`config.mk`:
```
export PLATFORM = sky130hd
export DESIGN_NAME = rf_wb_arbiter
export DESIGN_NICKNAME = d
export VERILOG_FILES = /design/src/rtl/rf_wb_arbiter.sv
export SDC_FILE = /design/constraint.sdc
export NUM_CORES = 1
export LEC_CHECK = 0
export CAP_MARGIN = 15
export CORE_MARGIN = 2
export CORE_UTILIZATION = 64
export CTS_CLUSTER_SIZE = 16
export DETAILED_ROUTE_END_ITERATION = 10
export PLACE_DENSITY = 0.95
export SLEW_MARGIN = 20
export SYNTH_ARGS = -nofsm -noshare
export SYNTH_HDL_FRONTEND = slang
export SYNTH_SLANG_ARGS = --single-unit
```
`constraint.sdc`:
```
create_clock -name clk -period 5.15 [get_ports clk]
set_input_delay 1.03 -clock clk [delete_from_list [all_inputs] [get_ports clk]]
set_output_delay 1.03 -clock clk [all_outputs]
set_load 0.005 [all_outputs]
```
`src/rtl/rf_wb_arbiter.sv`:
```
// Register-file write-port arbiter: ALU and LSU write-back queues
// share one registered RF write port, LSU first with ALU starvation guard.

// Per-source write-back queue with occupancy-derived pending mask.
module rf_wb_fifo #(
    parameter int DEPTH = 4
) (
    input  logic        clk,
    input  logic        rst_n,
    input  logic        push_valid,
    input  logic [4:0]  push_rd,
    input  logic [31:0] push_data,
    input  logic        pop,
    output logic        ready,
    output logic        empty,
    output logic [4:0]  head_rd,
    output logic [31:0] head_data,
    output logic [31:0] pend_mask
);
    localparam int AW = (DEPTH > 1) ? $clog2(DEPTH) : 1;
    localparam int CW = $clog2(DEPTH + 1);

    logic [4:0]    rd_mem_q   [DEPTH];
    logic [4:0]    rd_mem_d   [DEPTH];
    logic [31:0]   data_mem_q [DEPTH];
    logic [31:0]   data_mem_d [DEPTH];
    logic [AW-1:0] wr_ptr_q, wr_ptr_d;
    logic [AW-1:0] rd_ptr_q, rd_ptr_d;
    logic [CW-1:0] count_q, count_d;
    logic          push;
    logic          do_pop;

    assign ready     = (count_q != CW'(DEPTH));
    assign empty     = (count_q == '0);
    // x0 writes complete the handshake but are never stored
    assign push      = push_valid && ready && (push_rd != 5'd0);
    assign do_pop    = pop && !empty;
    assign head_rd   = rd_mem_q[rd_ptr_q];
    assign head_data = data_mem_q[rd_ptr_q];

    // Next-state for storage, pointers and occupancy
    always_comb begin
        rd_mem_d   = rd_mem_q;
        data_mem_d = data_mem_q;
        wr_ptr_d   = wr_ptr_q;
        rd_ptr_d   = rd_ptr_q;
        count_d    = count_q;
        if (push) begin
            rd_mem_d[wr_ptr_q]   = push_rd;
            data_mem_d[wr_ptr_q] = push_data;
            wr_ptr_d             = wr_ptr_q + AW'(1);
        end
        if (do_pop) begin
            rd_ptr_d = rd_ptr_q + AW'(1);
        end
        case ({push, do_pop})
            2'b10:   count_d = count_q + CW'(1);
            2'b01:   count_d = count_q - CW'(1);
            default: count_d = count_q;
        endcase
    end

    // Destination bits of every occupied slot, walked from the head
    always_comb begin
        pend_mask = '0;
        for (int i = 0; i < DEPTH; i++) begin
            if (CW'(i) < count_q) begin
                pend_mask[rd_mem_q[rd_ptr_q + AW'(i)]] = 1'b1;
            end
        end
    end

    // Queue state registers
    always_ff @(posedge clk or negedge rst_n) begin
        if (!rst_n) begin
            for (int i = 0; i < DEPTH; i++) begin
                rd_mem_q[i]   <= '0;
                data_mem_q[i] <= '0;
            end
            wr_ptr_q <= '0;
            rd_ptr_q <= '0;
            count_q  <= '0;
        end else begin
            rd_mem_q   <= rd_mem_d;
            data_mem_q <= data_mem_d;
            wr_ptr_q   <= wr_ptr_d;
            rd_ptr_q   <= rd_ptr_d;
            count_q    <= count_d;
        end
    end
endmodule

module rf_wb_arbiter #(
    parameter int DEPTH      = 4,
    parameter int STARVE_MAX = 4
) (
    input  logic        clk,
    input  logic        rst_n,
    input  logic        alu_valid,
    output logic        alu_ready,
    input  logic [4:0]  alu_rd,
    input  logic [31:0] alu_data,
    input  logic        lsu_valid,
    output logic        lsu_ready,
    input  logic [4:0]  lsu_rd,
    input  logic [31:0] lsu_data,
    output logic        rf_we,
    output logic [4:0]  rf_waddr,
    output logic [31:0] rf_wdata,
    output logic [31:0] pending_mask
);
    localparam int SW = $clog2(STARVE_MAX + 1);

    logic          alu_empty, lsu_empty;
    logic [4:0]    alu_head_rd, lsu_head_rd;
    logic [31:0]   alu_head_data, lsu_head_data;
    logic [31:0]   alu_pend, lsu_pend;
    logic          grant_alu, grant_lsu;
    logic [SW-1:0] starve_q, starve_d;
    logic          rf_we_q, rf_we_d;
    logic [4:0]    rf_waddr_q, rf_waddr_d;
    logic [31:0]   rf_wdata_q, rf_wdata_d;
    logic [31:0]   wb_mask;

    rf_wb_fifo #(.DEPTH(DEPTH)) u_alu_fifo (
        .clk        (clk),
        .rst_n      (rst_n),
        .push_valid (alu_valid),
        .push_rd    (alu_rd),
        .push_data  (alu_data),
        .pop        (grant_alu),
        .ready      (alu_ready),
        .empty      (alu_empty),
        .head_rd    (alu_head_rd),
        .head_data  (alu_head_data),
        .pend_mask  (alu_pend)
    );

    rf_wb_fifo #(.DEPTH(DEPTH)) u_lsu_fifo (
        .clk        (clk),
        .rst_n      (rst_n),
        .push_valid (lsu_valid),
        .push_rd    (lsu_rd),
        .push_data  (lsu_data),
        .pop        (grant_lsu),
        .ready      (lsu_ready),
        .empty      (lsu_empty),
        .head_rd    (lsu_head_rd),
        .head_data  (lsu_head_data),
        .pend_mask  (lsu_pend)
    );

    // LSU wins contention unless the ALU has lost STARVE_MAX times in a row
    always_comb begin
        grant_lsu = 1'b0;
        grant_alu = 1'b0;
        if (!lsu_empty && !alu_empty) begin
            if (starve_q == SW'(STARVE_MAX)) begin
                grant_alu = 1'b1;
            end else begin
                grant_lsu = 1'b1;
            end
        end else if (!lsu_empty) begin
            grant_lsu = 1'b1;
        end else if (!alu_empty) begin
            grant_alu = 1'b1;
        end
    end

    // Count consecutive grants lost by a waiting ALU head
    always_comb begin
        starve_d = starve_q;
        if (alu_empty || grant_alu) begin
            starve_d = '0;
        end else if (grant_lsu && (starve_q != SW'(STARVE_MAX))) begin
            starve_d = starve_q + SW'(1);
        end
    end

    // Load the write port from the granted head; address/data hold otherwise
    always_comb begin
        rf_we_d    = grant_alu || grant_lsu;
        rf_waddr_d = rf_waddr_q;
        rf_wdata_d = rf_wdata_q;
        if (grant_lsu) begin
            rf_waddr_d = lsu_head_rd;
            rf_wdata_d = lsu_head_data;
        end else if (grant_alu) begin
            rf_waddr_d = alu_head_rd;
            rf_wdata_d = alu_head_data;
        end
    end

    // Arbiter and write-port registers
    always_ff @(posedge clk or negedge rst_n) begin
        if (!rst_n) begin
            starve_q   <= '0;
            rf_we_q    <= 1'b0;
            rf_waddr_q <= '0;
            rf_wdata_q <= '0;
        end else begin
            starve_q   <= starve_d;
            rf_we_q    <= rf_we_d;
            rf_waddr_q <= rf_waddr_d;
            rf_wdata_q <= rf_wdata_d;
        end
    end

    // Hazard mask: queued destinations plus the write on the port now
    always_comb begin
        wb_mask = '0;
        if (rf_we_q) begin
            wb_mask[rf_waddr_q] = 1'b1;
        end
        pending_mask = (alu_pend | lsu_pend | wb_mask) & ~32'd1;
    end

    assign rf_we    = rf_we_q;
    assign rf_waddr = rf_waddr_q;
    assign rf_wdata = rf_wdata_q;
endmodule

```
# Yosys cells after proc, flatten, opt, wreduce, memory -nomap -nowiden
# Index checks and enable logic that the tools add are counted.
# Widths: inputs -> output; s select.
# word_totals
romBits	0
latch_bits	0
ramBits	0
n_memories	0
inputBits	78
output_inout_bits	72
reg_bits	351
wordCells	218
# op_classes
magnitude_cmp	38
shift	0
addsub	13
div_mod_pow	0
n_mux	84
n_reduce_logical	31
n_eq_ne	8
mul	0
bitwise	18
# ops
op	count
$mux 32	17
$bwmux 128	2
$or 32x32->32	8
$bmux 32 s2	2
$demux 32 s2	2
$mux 5	20
$bmux 5 s2	8
$lt 5x6->1 const B	9
$demux 1 s5	9
$ge 5x1->1 const B	9
$bwmux 20	2
$ge 3x3->1 const B	10
$not 2->3	10
$demux 5 s2	2
$logic_and 1x1->1	19
$mux 1	16
$lt 1x3->1 const A	4
$lt 2x3->1 const A	4
$pmux 3 s2	2
$reduce_bool 5->1	2
$add 3x1->3 const B	3
$ne 3x3->1 const B	3
$add 2x1->2 const B	4
$add 2x2->2 const B	4
other kinds (10)	21

# Depth between registers and ports, before layout
# depth
depth_word	17
ltp_mapped	10

# By module
# A second synthesis with hierarchy kept.
# unflattened
cells_unflattened	1460
area_unflattened_um2	19590.0
# by_module_without_submodules
mod	area_each_um2	cells_per_inst	instances	seq_area_each_um2
rf_wb_fifo (u_alu_fifo)	8657.1	631	1	3878.7
rf_wb_fifo (u_lsu_fifo)	8324.2	573	1	3878.7
rf_wb_arbiter	2608.8	256	1	1026.0

# Least setup slack after synthesis
# Ideal clock, no wire load.
# synth_path
path_kind	register to output
startpoint	register u_lsu_fifo.rd_ptr_q[1]
endpoint	output port pending_mask[13]
path_buffers	2
stages_incl_launch_ff	8
t_arrival_ps	2067
path_slack_ps	2053
cell_sequence	dfrtp_1 > buf_4 > buf_6 > mux2_1 > mux2_2 > nand2_2 > o22ai_1 > or4_1
# synth_between
elab_chain_cells	17
# synth_lines
item	line	rtl
from (decl)	28	logic [AW-1:0] rd_ptr_q, rd_ptr_d;
from (signal assigned)	87	rd_ptr_q <= rd_ptr_d;
$add 2x1->2 or $not 2->3 (tied branches)	68	pend_mask[rd_mem_q[rd_ptr_q + AW'(i)]] = 1'b1;
$not 2->3 (implied by the code) or $bmux 5 s2 (tied branches)	68	
$bmux 5 s2 or $mux 5 (tied branches)	68	
$mux 5 (implied by the code)	68	
$mux 5 (implied by the code) (tied with other cells)	68	
$lt 5x6->1 (implied by the code) (tied with other cells)	68	
$logic_and 1x1->1 (implied by the code) or $mux 1 (tied branches)	68	
$mux 1 (implied by the code) or $demux 1 s5 (tied branches)	--	
$demux 1 s5 or $mux 32 (tied branches)	--	
$or 32x32->32 (no source line)	--	
$mux 32	67	if (CW'(i) < count_q) begin
$or 32x32->32 (no source line)	--	
$mux 32	67	
$or 32x32->32 (no source line)	--	
$mux 32 (*)	67	
$or 32x32->32 (*) (2 in series)	215	pending_mask = (alu_pend | lsu_pend | wb_mask) & ~32'd1;
to (decl)	110	output logic [31:0] pending_mask
# Mark *: on every way between the ends. The rest lies on a longest branch, timed or not. The select of a mux whose other input is x is not followed.

# Worst setup path after layout
# layout_path
startpoint	register u_lsu_fifo.rd_ptr_q[1]
endpoint	output port pending_mask[10]
# Same word-level chain as after synthesis.

==> impl_metrics.json <==
{
  "outcome": "finished, final reports clean",
  "die_area_um2": 30900,
  "syn_avg_cell_area_um2": 12.7,
  "muxShareOfSynthArea_pct": 33.1,
  "ctsHtreeMaxLevel": 2,
  "cp.arrival_ns": 3.86,
  "synth_ff_type": "dfrtp_1",
  "synth.distinct_cells": 62,
  "slew_violations": 0,
  "clk_latency_ns": 0.55,
  "via_count": 15300,
  "synth_fa_ha_area_share_pct": 1.33,
  "hold_class": "reg2reg",
  "yosysTopAreaCellShare_pct": 46.6,
  "syn_nets": 1585,
  "synth_edf_count": 0,
  "die_width_um": 176,
  "ys_ff_latch": 351,
  "ant_nets": 0,
  "grt_max_degree": 122,
  "overflow": 0,
  "num_rows": 62,
  "finalSetupTns_ns": 0,
  "path_max_fanout": 29,
  "synth_compound_area_share_pct": 6.97,
  "final_hold_viol_count": 0,
  "cts_sinks": 351,
  "io_buffers": 148,
  "critPathLaunch": "u_lsu_fifo.rd_ptr_q[1]$_DFFE_PN0P_",
  "wl_per_cell_um": 34.7,
  "wirelength_met1_um": 24300,
  "max_slew_margin_pct": 29.4,
  "finClkSkew_ns": 0.0337,
  "dr.pass1.iters": 6,
  "yosys.area_share.simple_pct": 8.60,
  "nets": 1718,
  "routed_via_density": 7.52,
  "ys_top_cells_by_area": "dfrtp_1, mux2_2, mux4_2",
  "cp.required_ns": 4.12,
  "die_h_um": 176,
  "synth_top_area_cell": "dfrtp_1",
  "wl_um": 70600,
  "fmax_mhz": 205,
  "area_delta_synth_final_pct": 16.1,
  "fin_crit_ns": 4.89,
  "cts_tree": "built",
  "ys_warn_count": 0,
  "top_layer_used": "met5",
  "drv_cap": 0,
  "cts_buffers": 36,
  "grt_pass1_wl_um": 105000,
  "clkTransAtPathRegs_ns": 0.06,
  "dpl.hpwl_um": 45100,
  "holdBufCountCts": 0,
  "dr_wl_met2_um": 34100,
  "syn_area_um2": 18900,
  "grt_util_all_layers_pct": 46.4,
  "coreArea_um2": 28900,
  "reg2reg_from": "u_alu_fifo.count_q[0]$_DFFE_PN0P_",
  "worstSetupPathType": "reg2out",
  "start_util_pct": 65.3,
  "clockBufferDepth": 3,
  "synthCells": 1487,
  "async_reset_ff_share_pct": 100,
  "synth-xor-area-share_pct": 0.604,
  "cp-start-kind": "flip-flop",
  "clockRootBuffer": "clkbuf_16",
  "rsz0062_at_grt": "no",
  "setup_viol": 0,
  "worstMarginPinSlew_ns": 1.06,
  "holdCritStartpoint": "rf_wdata[0]$_DFFE_PN0P_",
  "min_period_over_period_pct": 94.9,
  "boundaryPins": 150,
  "crit_path_end_kind": "output port",
  "routabilityCongestion": 1.12,
  "drive_above_1_share_pct": 32.0,
  "synth_top_family_by_area": "multiplexers",
  "cts_resized": 0,
  "grt_pass1_vias": 15900,
  "drc_errors": 0,
  "grt_antenna_before_repair": 5,
  "drt_iter0_markers": 2190,
  "post-cts-setup-buffers": 0,
  "wl_met3_um": 7140,
  "yosysSeqAreaShare_pct": 46.6
}
[cell type report]
class / instances / area, um2
fill: 1579 / 6960
sequential: 351 / 8790
inverter: 26 / 97.6
clock inverter: 12 / 140
antenna: 5 / 12.5
tap: 384 / 480
clock buffer: 52 / 1040
multi-input combinational: 1029 / 9610
timing repair buffer: 176 / 1720
[registers in the layout, summed over array words and instances, names as in the netlist]
name	cells
rf_wdata	32
u_lsu_fifo.wr_ptr_q	2
u_lsu_fifo.count_q	3
u_lsu_fifo.rd_ptr_q	2
u_alu_fifo.count_q	3
u_alu_fifo.rd_mem_q	20
u_alu_fifo.data_mem_q	128
u_alu_fifo.wr_ptr_q	2
starve_q	3
u_alu_fifo.rd_ptr_q	2
rf_we	1
u_lsu_fifo.rd_mem_q	20
rf_waddr	5
u_lsu_fifo.data_mem_q	128
[cell usage in the layout (no fill, tap or decap), types with 20 or more instances in the layout]
cell / n
inv_1: 24
clkbuf_16: 36
nor3_1: 33
nor2_1: 59
o32ai_1: 20
o22ai_1: 73
mux2i_1: 45
mux4_2: 102
ha_1: 20
clkdlybuf4s50_1: 147
dfrtp_1: 347
nand2b_1: 22
nand3_1: 23
buf_4: 26
nand2_1: 126
mux2_2: 305
o21ai_0: 45
[stage by stage]
step	util, %	setup WS [ns]	area (um2)	instances	hold slack [ns]
floorplan	-	2.05	18900	1487	0.429
global placement	71.7	0.882	20700	1966	0.442
detailed placement	71.7	0.916	20700	1966	0.459
CTS	75.8	0.345	21900	2030	0.488
global route	75.9	0.184	21900	2033	0.499
finish	75.9	0.260	21900	2035	0.492
[worst max-delay path, cell delays in order (launching register included)]
cell and delay [ns]:
dfrtp_2 0.81, buf_4 0.26, mux2_2 0.34, o22ai_1 0.42
nand2_1 0.33, o32ai_1 0.35, nor4_1 0.16, nand2_1 0.12
clkdlybuf4s50_1 0.52
[synthesized netlist by cell type (3+ instances only)]
library cell	instances
or2_2	4
nand3b_1	7
ha_1	20
o211ai_1	8
o22a_1	3
and2_1	7
a211oi_1	9
nor2_1	60
buf_6	8
clkbuf_1	38
xnor2_1	11
o311ai_1	5
buf_2	29
o32a_1	3
dfrtp_1	351
mux4_2	102
a21oi_1	9
o21ai_0	45
nand2b_1	22
mux2_2	305
o32ai_1	20
nand2_1	134
mux2i_1	45
o221ai_1	5
o22ai_1	73
or3_1	7
nand3_1	23
nor2b_1	15
buf_4	5
nor4_1	10
mux2_1	5
inv_1	24
nor3_1	33
or2_1	6
[cells by family after synthesis]
kind of cell	after synthesis
AO/OA/AOI/OAI	196
XOR/XNOR	13
adder cells (fa/ha/maj)	20
buffers and inverters	107
flip-flops	351
multiplexers	457
other	1
AND/OR/NAND/NOR	342
[per-layer routing]
layer	up-vias	GRT usage, %
li1	5866	-
met1	7666	57.6
met2	1396	75.7
met3	373	10.2
met4	4	27.4
met5	-	0
[final timing paths]
path / end / slack [ns] / depth (start not counted)
max: pending_mask[10] / 0.26 / 8
min: rf_wdata[0]$_DFFE_PN0P_ / 0.49 / 2
max reg2reg: u_alu_fifo.data_mem_q[111]$_DFFE_PN0P_ / 1.61 / 8
min reg2reg: rf_wdata[0]$_DFFE_PN0P_ / 0.49 / 2
max in group asynchronous: u_alu_fifo.rd_ptr_q[0]$_DFFE_PN0P_ / 3.44 / 2
min in group asynchronous: u_lsu_fifo.data_mem_q[125]$_DFFE_PN0P_ / 0.55 / 1
Power is left out: the tool's default activity adds up to more than one toggle a clock period on the data nets, which glitch-free logic cannot reach.
